==> src/rtl/rr_arb.sv <==
// rr_arb: round-robin arbiter merging SIZE valid/ready streams onto one output.
// The output path is purely combinational; a small FSM freezes the grant while
// a beat is stalled (HOLD) or a multi-beat transaction is in flight (LOCKED).
// The winning index is prepended to the forwarded data for demultiplexing.
module rr_arb #(
    parameter int SIZE    = 2,
    parameter int DIN_W   = 16,
    parameter int EOT_BIT = DIN_W - 1,
    parameter int LOCK    = 1,
    parameter int IDX_W   = (SIZE > 1) ? $clog2(SIZE) : 1
) (
    input  logic                         clk,
    input  logic                         rst,
    input  logic [SIZE-1:0]              din_valid,
    input  logic [SIZE-1:0][DIN_W-1:0]   din_data,
    output logic [SIZE-1:0]              din_ready,
    output logic                         dout_valid,
    input  logic                         dout_ready,
    output logic [IDX_W+DIN_W-1:0]       dout_data
);

    typedef enum logic [1:0] {
        IDLE,
        HOLD,
        LOCKED
    } state_t;

    state_t             state_q, state_d;
    logic [IDX_W-1:0]   ptr_q, ptr_d;
    logic [IDX_W-1:0]   cur_q, cur_d;

    logic [IDX_W-1:0]   sel_idle;
    logic [IDX_W-1:0]   sel;
    logic [IDX_W-1:0]   sel_next;
    logic [DIN_W-1:0]   sel_data;
    logic               valid_raw;
    logic               eot;
    logic               hs;

    // Rotating priority scan: first valid requester starting at ptr, wrapping at SIZE.
    always_comb begin
        int               cand;
        logic             found;
        logic [IDX_W-1:0] cand_idx;
        sel_idle = '0;
        found    = 1'b0;
        cand_idx = '0;
        for (int k = 0; k < SIZE; k++) begin
            cand = int'(ptr_q) + k;
            if (cand >= SIZE) begin
                cand = cand - SIZE;
            end
            cand_idx = IDX_W'(cand);
            if (!found && din_valid[cand_idx]) begin
                found    = 1'b1;
                sel_idle = cand_idx;
            end
        end
    end

    // Output routing: live arbitration in IDLE, frozen grant otherwise; reset masks handshakes.
    always_comb begin
        sel       = cur_q;
        valid_raw = din_valid[cur_q];
        if (state_q == IDLE) begin
            sel       = sel_idle;
            valid_raw = |din_valid;
        end
        sel_data   = din_data[sel];
        dout_valid = valid_raw & ~rst;
        dout_data  = {sel, sel_data};
        hs         = dout_valid & dout_ready;
        eot        = (LOCK != 0) ? sel_data[EOT_BIT] : 1'b1;
        sel_next   = (sel == IDX_W'(SIZE - 1)) ? '0 : sel + 1'b1;
        din_ready      = '0;
        din_ready[sel] = dout_ready & dout_valid;
    end

    // Next-state logic: freeze on stall, lock on non-final beat, advance pointer on eot.
    always_comb begin
        state_d = state_q;
        ptr_d   = ptr_q;
        cur_d   = cur_q;
        case (state_q)
            IDLE, HOLD: begin
                if (hs) begin
                    if (eot) begin
                        state_d = IDLE;
                        ptr_d   = sel_next;
                    end else begin
                        state_d = LOCKED;
                        cur_d   = sel;
                    end
                end else if (dout_valid && state_q == IDLE) begin
                    state_d = HOLD;
                    cur_d   = sel;
                end
            end
            LOCKED: begin
                if (hs && eot) begin
                    state_d = IDLE;
                    ptr_d   = sel_next;
                end
            end
            default: begin
                state_d = IDLE;
            end
        endcase
    end

    // State registers with synchronous reset; reset drops any lock and restarts at index 0.
    always_ff @(posedge clk) begin
        if (rst) begin
            state_q <= IDLE;
            ptr_q   <= '0;
            cur_q   <= '0;
        end else begin
            state_q <= state_d;
            ptr_q   <= ptr_d;
            cur_q   <= cur_d;
        end
    end

endmodule

==> config.mk <==
export PLATFORM = sky130hd
export DESIGN_NAME = rr_arb
export DESIGN_NICKNAME = d
export VERILOG_FILES = /design/src/rtl/rr_arb.sv
export SDC_FILE = /design/constraint.sdc
export NUM_CORES = 1
export LEC_CHECK = 0
export CORE_UTILIZATION = 28
export CTS_BUF_LIST = sky130_fd_sc_hd__clkbuf_16
export CTS_CLUSTER_DIAMETER = 120
export DETAILED_ROUTE_END_ITERATION = 10
export PLACE_DENSITY = 0.9
export SLEW_MARGIN = 20
export SYNTH_ARGS = -nofsm -noshare
export SYNTH_HDL_FRONTEND = slang
export SYNTH_SLANG_ARGS = --single-unit
==> constraint.sdc <==
create_clock -name clk -period 2.35 [get_ports clk]
set_input_delay 0.5875 -clock clk [delete_from_list [all_inputs] [get_ports clk]]
set_output_delay 0.5875 -clock clk [all_outputs]
set_load 0.02 [all_outputs]
==> results by group, run 1 <==
Synthesis
  – Cells after synthesis: 56
  – Mapped Area: 489 µm²
  – Seq/Total Area, Yosys: 0.164
  – Avg Inst Size Synth: about 8.7 µm²
  – Syn nets: 93
  – Synth Register Bits: 4
  – Cell variety after synth: 26
  – YS warnings: 0

Drt
  – DRT Pass-1 Iters: 7
  – WL final: about 2700 µm
  – Via count: just under 800
  – Drt drc: 1
  – Wire per inst: 18.3 µm
  – DR vias/cell: roughly 5.3
  – DRT iter0 DRCs: between 40 and 50
  – ANT nets after route: 0

Clock network
  – Hold_buf cts: 0
  – Clk buf depth: 2
  – H-tree Lvls: 1
  – Clk_lat worst skew: between 200 and 250 ps
  – TritonCTS Buffers: 3
  – Root Driver: clkbuf_16
  – Clock sink total: 4
  – CTS tree: yes
  – Clock slew at reported path FFs: approximately 30 ps

Critical path
  – Worst reg2reg path depth: 8
  – CP startpoint kind: flip-flop
  – Critical path class: flip-flop to primary output
  – Critical Path AT: between 1500 and 2000 ps
  – Worst EP required: roughly 1800 ps
  – Crit path capture type: primary output
  – CP max FO: 5

Timing
  – Hold slack: just over 500 ps
  – Slew @ Worst Pin: between 300 and 400 ps
  – Fin crit period: approximately 2400 ps
  – Pins Over Slew Limit: 0
  – Fin Clk Skew: 1.42 ps
  – Hold Violations, Final: 0
  – Rel. slew slack: 0.733
  – FMAX: ~420 MHz
  – Slack of the critical path: -7.83 ps
  – Unrepaired setup endpoints after global routing: yes
  – Period Utilization, post-route: 1.00
  – Setup-failing EPs final: 6

Layout
  – Fin nets: 172
  – Reg area: between 80 and 90 µm²
  – Share of post-route cells with drive strength above 1: 0.519
  – Multi-input gate area: ~420 µm²
  – Antenna diodes: 0
  – Final core occ: 0.861
  – Syn-to-layout area delta: 177%
  – Fillcell total: slightly above 80
  – Final std cells w/o fill: about 150

Worst hold path
  – Worst Hold Path Cells: 2
  – Worst Hold Class: flip-flop to flip-flop

GRT
  – Largest net degree at the start of global routing: 7
  – Initial antenna violation count: 0
  – First-pass GRT wire length: ~4100 µm
  – Tot GR Track Use: 0.298
  – Vias in the first global route: 825
  – Grt ovf: 0

Placed design
  – # placed instances: about 140
  – Gpl congestion: just over 0.8
  – IO buf count: 56
  – HPWL after detailed placement: 1760 µm
  – DP Worst Slack: -742 ps

Outcome
  – Status: complete, but fails checks
  – Failing checks: DRC, setup timing

Floorplanning
  – Die H: approximately 44 µm
  – Die X: roughly 44 µm
  – Die area: 1920 µm²
  – Num ports: 57
  – # rows: 14
  – Initial core utilization: 0.310
  – Core ar.: 1580 µm²

Run
  – Maxcap violations: 0

Pwr
  – Worst VDD drop: a little under 0.0005 V
  – Power Density: 545 nW/µm²
  – Lkg Pwr: just over 0.6 nW
==> cell families after synthesis <==
logic type	Yosys count	synth area share
buffers and inverters	6	0.0767
multiplexers	17	0.396
AND/OR/NAND/NOR	17	0.184
flip-flops	4	0.164
AO/OA/AOI/OAI	12	0.179
==> final cells by class <==
cell class,count,area share
timing repair buffer,77,0.551
multi-input combinational,46,0.310
sequential,4,0.0608
clock buffer,3,0.0553
tap,16,0.0147
inverter,3,0.00829
==> critical path, stage by stage, from the launching register on <==
cell     delay (ps)
dfxtp_2         320
o21a_1          230
a31oi_4         170
buf_6           140
buf_6           130
buf_16          120
mux2_4          300
buf_6           130
==> path summary, 6_finish.rpt <==
| path | slack (ps) | from | endpoint |
|---|---|---|---|
| worst max-delay path | -8 | state_q[1]$_SDFFE_PP0P_ | dout_data[9] |
| worst min-delay path | 520 | ptr_q$_SDFFE_PP0P_ | ptr_q$_SDFFE_PP0P_ |
| worst max register to register | 610 | state_q[1]$_SDFFE_PP0P_ | state_q[1]$_SDFFE_PP0P_ |
| worst min register to register | 520 | ptr_q$_SDFFE_PP0P_ | ptr_q$_SDFFE_PP0P_ |
==> cell usage in the layout (no fill, tap or decap), types with 2 or more instances in the layout <==
cell	instances
clkdlybuf4s50_1	34
buf_4	15
buf_6	14
mux2_2	9
buf_2	8
mux2_4	7
inv_1	3
nor2_1	3
a21oi_1	3
nand2_1	3
clkbuf_16	3
a21oi_2	2
o21ai_0	2
nand4_1	2
buf_16	2
dfxtp_1	2
dlygate4sd2_1	2
dfxtp_2	2
==> cells in the mapped netlist <==
| cell type | count | share of area |
|---|---|---|
| buf_6 | 1 | 0.023 |
| inv_1 | 3 | 0.023 |
| nand2b_1 | 1 | 0.013 |
| mux2_4 | 1 | 0.031 |
| a211oi_1 | 1 | 0.015 |
| o32ai_1 | 1 | 0.018 |
| nand2_1 | 3 | 0.023 |
| a31oi_2 | 1 | 0.026 |
| nor2_1 | 4 | 0.031 |
| mux2_2 | 15 | 0.35 |
| dfxtp_1 | 4 | 0.16 |
| nand3_1 | 1 | 0.010 |
| o21ai_0 | 2 | 0.020 |
| a211oi_2 | 1 | 0.026 |
| nor3_1 | 1 | 0.010 |
| and4_1 | 1 | 0.018 |
| buf_4 | 2 | 0.031 |
| or2_1 | 1 | 0.013 |
| nor4_1 | 1 | 0.013 |
| a21oi_1 | 4 | 0.041 |
| mux2i_1 | 1 | 0.020 |
| a21oi_2 | 1 | 0.018 |
| nor2b_1 | 1 | 0.013 |
| nand4_1 | 2 | 0.026 |
| o21a_1 | 1 | 0.015 |
| nand3b_1 | 1 | 0.015 |
==> metrics by stage <==
step           total power (W)  instance area, µm²  TNS [ps]
3_3_place_gp          0.000398                1160    -13180
4_1_cts               0.000750                1410     -19.5
3_5_place_dp          0.000407                1160    -14010
6_report              0.000740                1360     -38.1
5_1_grt               0.000766                1360      -226
2_1_floorplan         0.000233                 489         0
==> registers in the layout, indices dropped and copies added, names as in the netlist <==
register and flops:
ptr_q 1, state_q 2, cur_q 1
==> power by group <==
group	internal, W	switching [W]
logic	0.000232	0.000168
registers	0.0000760	0.00000492
clock network	0.000217	0.0000420
total	0.000524	0.000215
==> timing repair <==
item,4_1_cts,5_1_grt
hold endpoints to repair,0,0
gates resized for setup,107,14
cloned,3,0
pin swaps,2,1
setup endpoints to repair,20,20
setup buffers,4,1
==> routing by layer <==
metal / vias up / GRT usage / part of all wire
met5: - / 0 / 0
met4: 0 / 0.0500 / 0.0099
met3: 4 / 0.0667 / 0.070
met2: 57 / 0.591 / 0.57
met1: 368 / 0.317 / 0.35
li1: 365 / - / -
Note: power is estimated with default switching activity, not from simulation.
==> run 2, diff against run 1 <==
Settings changed: CORE_MARGIN set to 2.
==> run 2 against run 1 <==
Net effect:
- the flow now finishes without violations
- fmax is 2.3% higher
- clock skew grew 0.71 ps
- via count decreased by 1.3%
- sequential power is 2% lower
- clock power is 5% higher
- die area up 9.3%
- critical path depth decreased by 2
- final area is 1.9% lower
- count of clock-buffer cells in the layout unchanged
- sequential share of layout area is 0.068 points lower
- largest power group unchanged
==> results by group, run 2 (synthesis results as in run 1) <==
Timing
  – Unrepaired setup endpoints after global routing: no
  – Pins Over Slew Limit: 0 (unchanged)
  – Period Utilization, post-route: 0.981 (-0.0226)
  – Fin Clk Skew: 2.13 ps (+0.707 ps)
  – FMAX: 434 MHz (+2.3%)
  – Rel. slew slack: 0.705 (-0.0277)
  – Hold Violations, Final: 0 (unchanged)
  – Fin crit period: 2300 ps (-53.2 ps)
  – Hold slack: 491 ps (-26.1 ps)
  – Slew @ Worst Pin: 441 ps (+41.5 ps)
  – Final TNS setup: 0 ps (+38.1 ps)
  – Slack of the critical path: 45.4 ps (+53.2 ps)
  – Setup-failing EPs final: 0 (-6)

Pwr
  – Total power: 0.000732 W (-1.0%)
  – Clock network fraction of total power: 0.370 (+0.020)
  – Switching share of power: 0.299 (+0.00767)
  – Power Density: 550 nW/µm² (+0.92%)
  – Switching pwr: 0.000219 W (+1.6%)
  – Internal power: 0.000513 W (-2.1%)
  – Register share of total power: 0.108 (about the same)
  – Worst VDD drop: 0.000369 V (-26%)
  – Combinational Power Share: 0.522 (-0.019)
  – Lkg Pwr: 0.619 nW (-0.58%)

Critical path
  – Crit path capture type: primary output
  – Worst reg2reg path depth: 6 (-2)
  – FF-to-FF End: state_q[1]$_SDFFE_PP0P_
  – Critical Path AT: 1720 ps (-50 ps)
  – Crit path to: dout_data[2]
  – Worst setup startpoint: din_valid[1]
  – Worst EP required: 1760 ps (about the same)
  – Critical path class: input pin to primary output
  – Reg-to-reg slack, setup: 780 ps (+170 ps)
  – CP max FO: 4 (-1)
  – Worst R2R Start: state_q[1]$_SDFFE_PP0P_
  – CP startpoint kind: input pin

Layout
  – Fin nets: 169 (-1.7%)
  – Largest register FFs: 2 (unchanged)
  – Antenna diodes: 0 (unchanged)
  – Share of post-route cells with drive strength above 1: 0.485 (-0.0342)
  – Most common cell after layout, fill and taps aside: clkdlybuf4s50_1
  – Largest Register: state_q
  – Top flop regs: state_q: 2 flops, cur_q: 1 flops, ptr_q: 1 flops
  – Syn-to-layout area delta: 172%
  – Most frequent cells in the layout: clkdlybuf4s50_1 (34), buf_6 (18), buf_4 (15)

Run
  – Maxcap violations: 0 (unchanged)

Drt
  – Wire per inst: 18.1 µm (-1.4%)
  – DRT Pass-1 Iters: 4 (-3)
  – Drt drc: 0 (-1)
  – DR vias/cell: 5.33 (about the same)
  – WL final: 2660 µm (-2.7%)
  – Via count: 784 (-1.3%)
  – DRT iter0 DRCs: 13 (-68%)
  – ANT nets after route: 0 (unchanged)

Floorplanning
  – Die H: 45.8 µm (+4.6%)
  – # rows: 15 (+1)
  – Num ports: 57 (unchanged)
  – Initial core utilization: 0.290 (-0.0207)
  – Core ar.: 1690 µm² (+7.1%)
  – Die area: 2100 µm² (+9.3%)
  – Die X: 45.8 µm (+4.6%)

Clock network
  – Root Driver: clkbuf_16
  – Clk_lat worst skew: 230 ps (about the same)
  – Clock sink total: 4 (unchanged)
  – Clk buf depth: 2 (unchanged)
  – Clock slew at reported path FFs: 30 ps (about the same)
  – H-tree Lvls: 1 (unchanged)
  – Hold_buf cts: 0 (unchanged)
  – TritonCTS Buffers: 3 (unchanged)
  – CTS tree: yes

GRT
  – First-pass GRT wire length: 3740 µm (-7.8%)
  – Grt ovf: 0 (unchanged)
  – Initial antenna violation count: 0 (unchanged)
  – Tot GR Track Use: 0.252 (-0.0460)
  – Largest net degree at the start of global routing: 7 (unchanged)
  – Vias in the first global route: 853 (+3.4%)

Outcome
  – Status: complete, no violations

Placed design
  – IO buf count: 56 (unchanged)
  – Gpl congestion: 0.860 (+6.1%)
  – HPWL after detailed placement: 1610 µm (-8.3%)
  – DP Worst Slack: -727 ps (+15.0 ps)

Worst hold path
  – Worst Hold Class: flip-flop to flip-flop
  – Worst Hold Path Cells: 2 (unchanged)
-- run 2: how the worst min path moves through the flow --
stage | start | to
6_report | ptr_q$_SDFFE_PP0P_ | ptr_q$_SDFFE_PP0P_
5_1_grt | ptr_q$_SDFFE_PP0P_ | ptr_q$_SDFFE_PP0P_
4_1_cts | ptr_q$_SDFFE_PP0P_ | ptr_q$_SDFFE_PP0P_
3_5_place_dp | ptr_q$_SDFFE_PP0P_ | ptr_q$_SDFFE_PP0P_
3_3_place_gp | ptr_q$_SDFFE_PP0P_ | ptr_q$_SDFFE_PP0P_
2_1_floorplan | ptr_q$_SDFFE_PP0P_ | ptr_q$_SDFFE_PP0P_
-- run 2: stage by stage --
stage / util / cell area, µm² / cells
after floorplan: - / 489 / 56
after global placement: 0.681 / 1150 / 140
after detailed placement: 0.681 / 1150 / 140
after CTS: 0.776 / 1310 / 147
after global routing: 0.788 / 1330 / 147
final: 0.788 / 1330 / 147
-- run 2: final cells by class --
type / instances / area, µm²
repair buffers: 74 / 707
multi-input cells: 46 / 437
fillers: 101 / 358
flip-flops and latches: 4 / 80.1
clock buffers: 3 / 75.1
well taps: 17 / 21.3
inverters: 3 / 11.3
-- run 2: power groups by stage --
| stage | clock network (W) | registers, W | logic [W] |
|---|---|---|---|
| after floorplan | 0 | 0.0000823 | 0.000151 |
| after global placement | 0 | 0.0000797 | 0.000314 |
| after detailed placement | 0 | 0.0000801 | 0.000320 |
| after CTS | 0.000273 | 0.0000792 | 0.000362 |
| after global routing | 0.000277 | 0.0000804 | 0.000399 |
| final | 0.000271 | 0.0000794 | 0.000382 |
-- run 2: routing by layer --
layer | share of wire | vias to the layer above | global-route usage
li1 | - | 356 | -
met1 | 0.33 | 378 | 0.264
met2 | 0.56 | 46 | 0.445
met3 | 0.097 | 4 | 0.0873
met4 | 0.014 | 0 | 0.120
met5 | 0 | - | 0
-- run 2: repair_timing --
| item | CTS | global route |
|---|---|---|
| resized for setup | 125 | 7 |
| gates cloned | 2 | 0 |
| buffers inserted | 2 | 0 |
| pin swaps | 1 | 1 |
| endpoints found under the setup margin | 20 | 20 |
-- run 2: worst max-delay path, stage by stage --
cell and delay (ps):
clkdlybuf4s15_2 220, a31oi_4 240, buf_6 150, mux2_2 340, buf_2 170
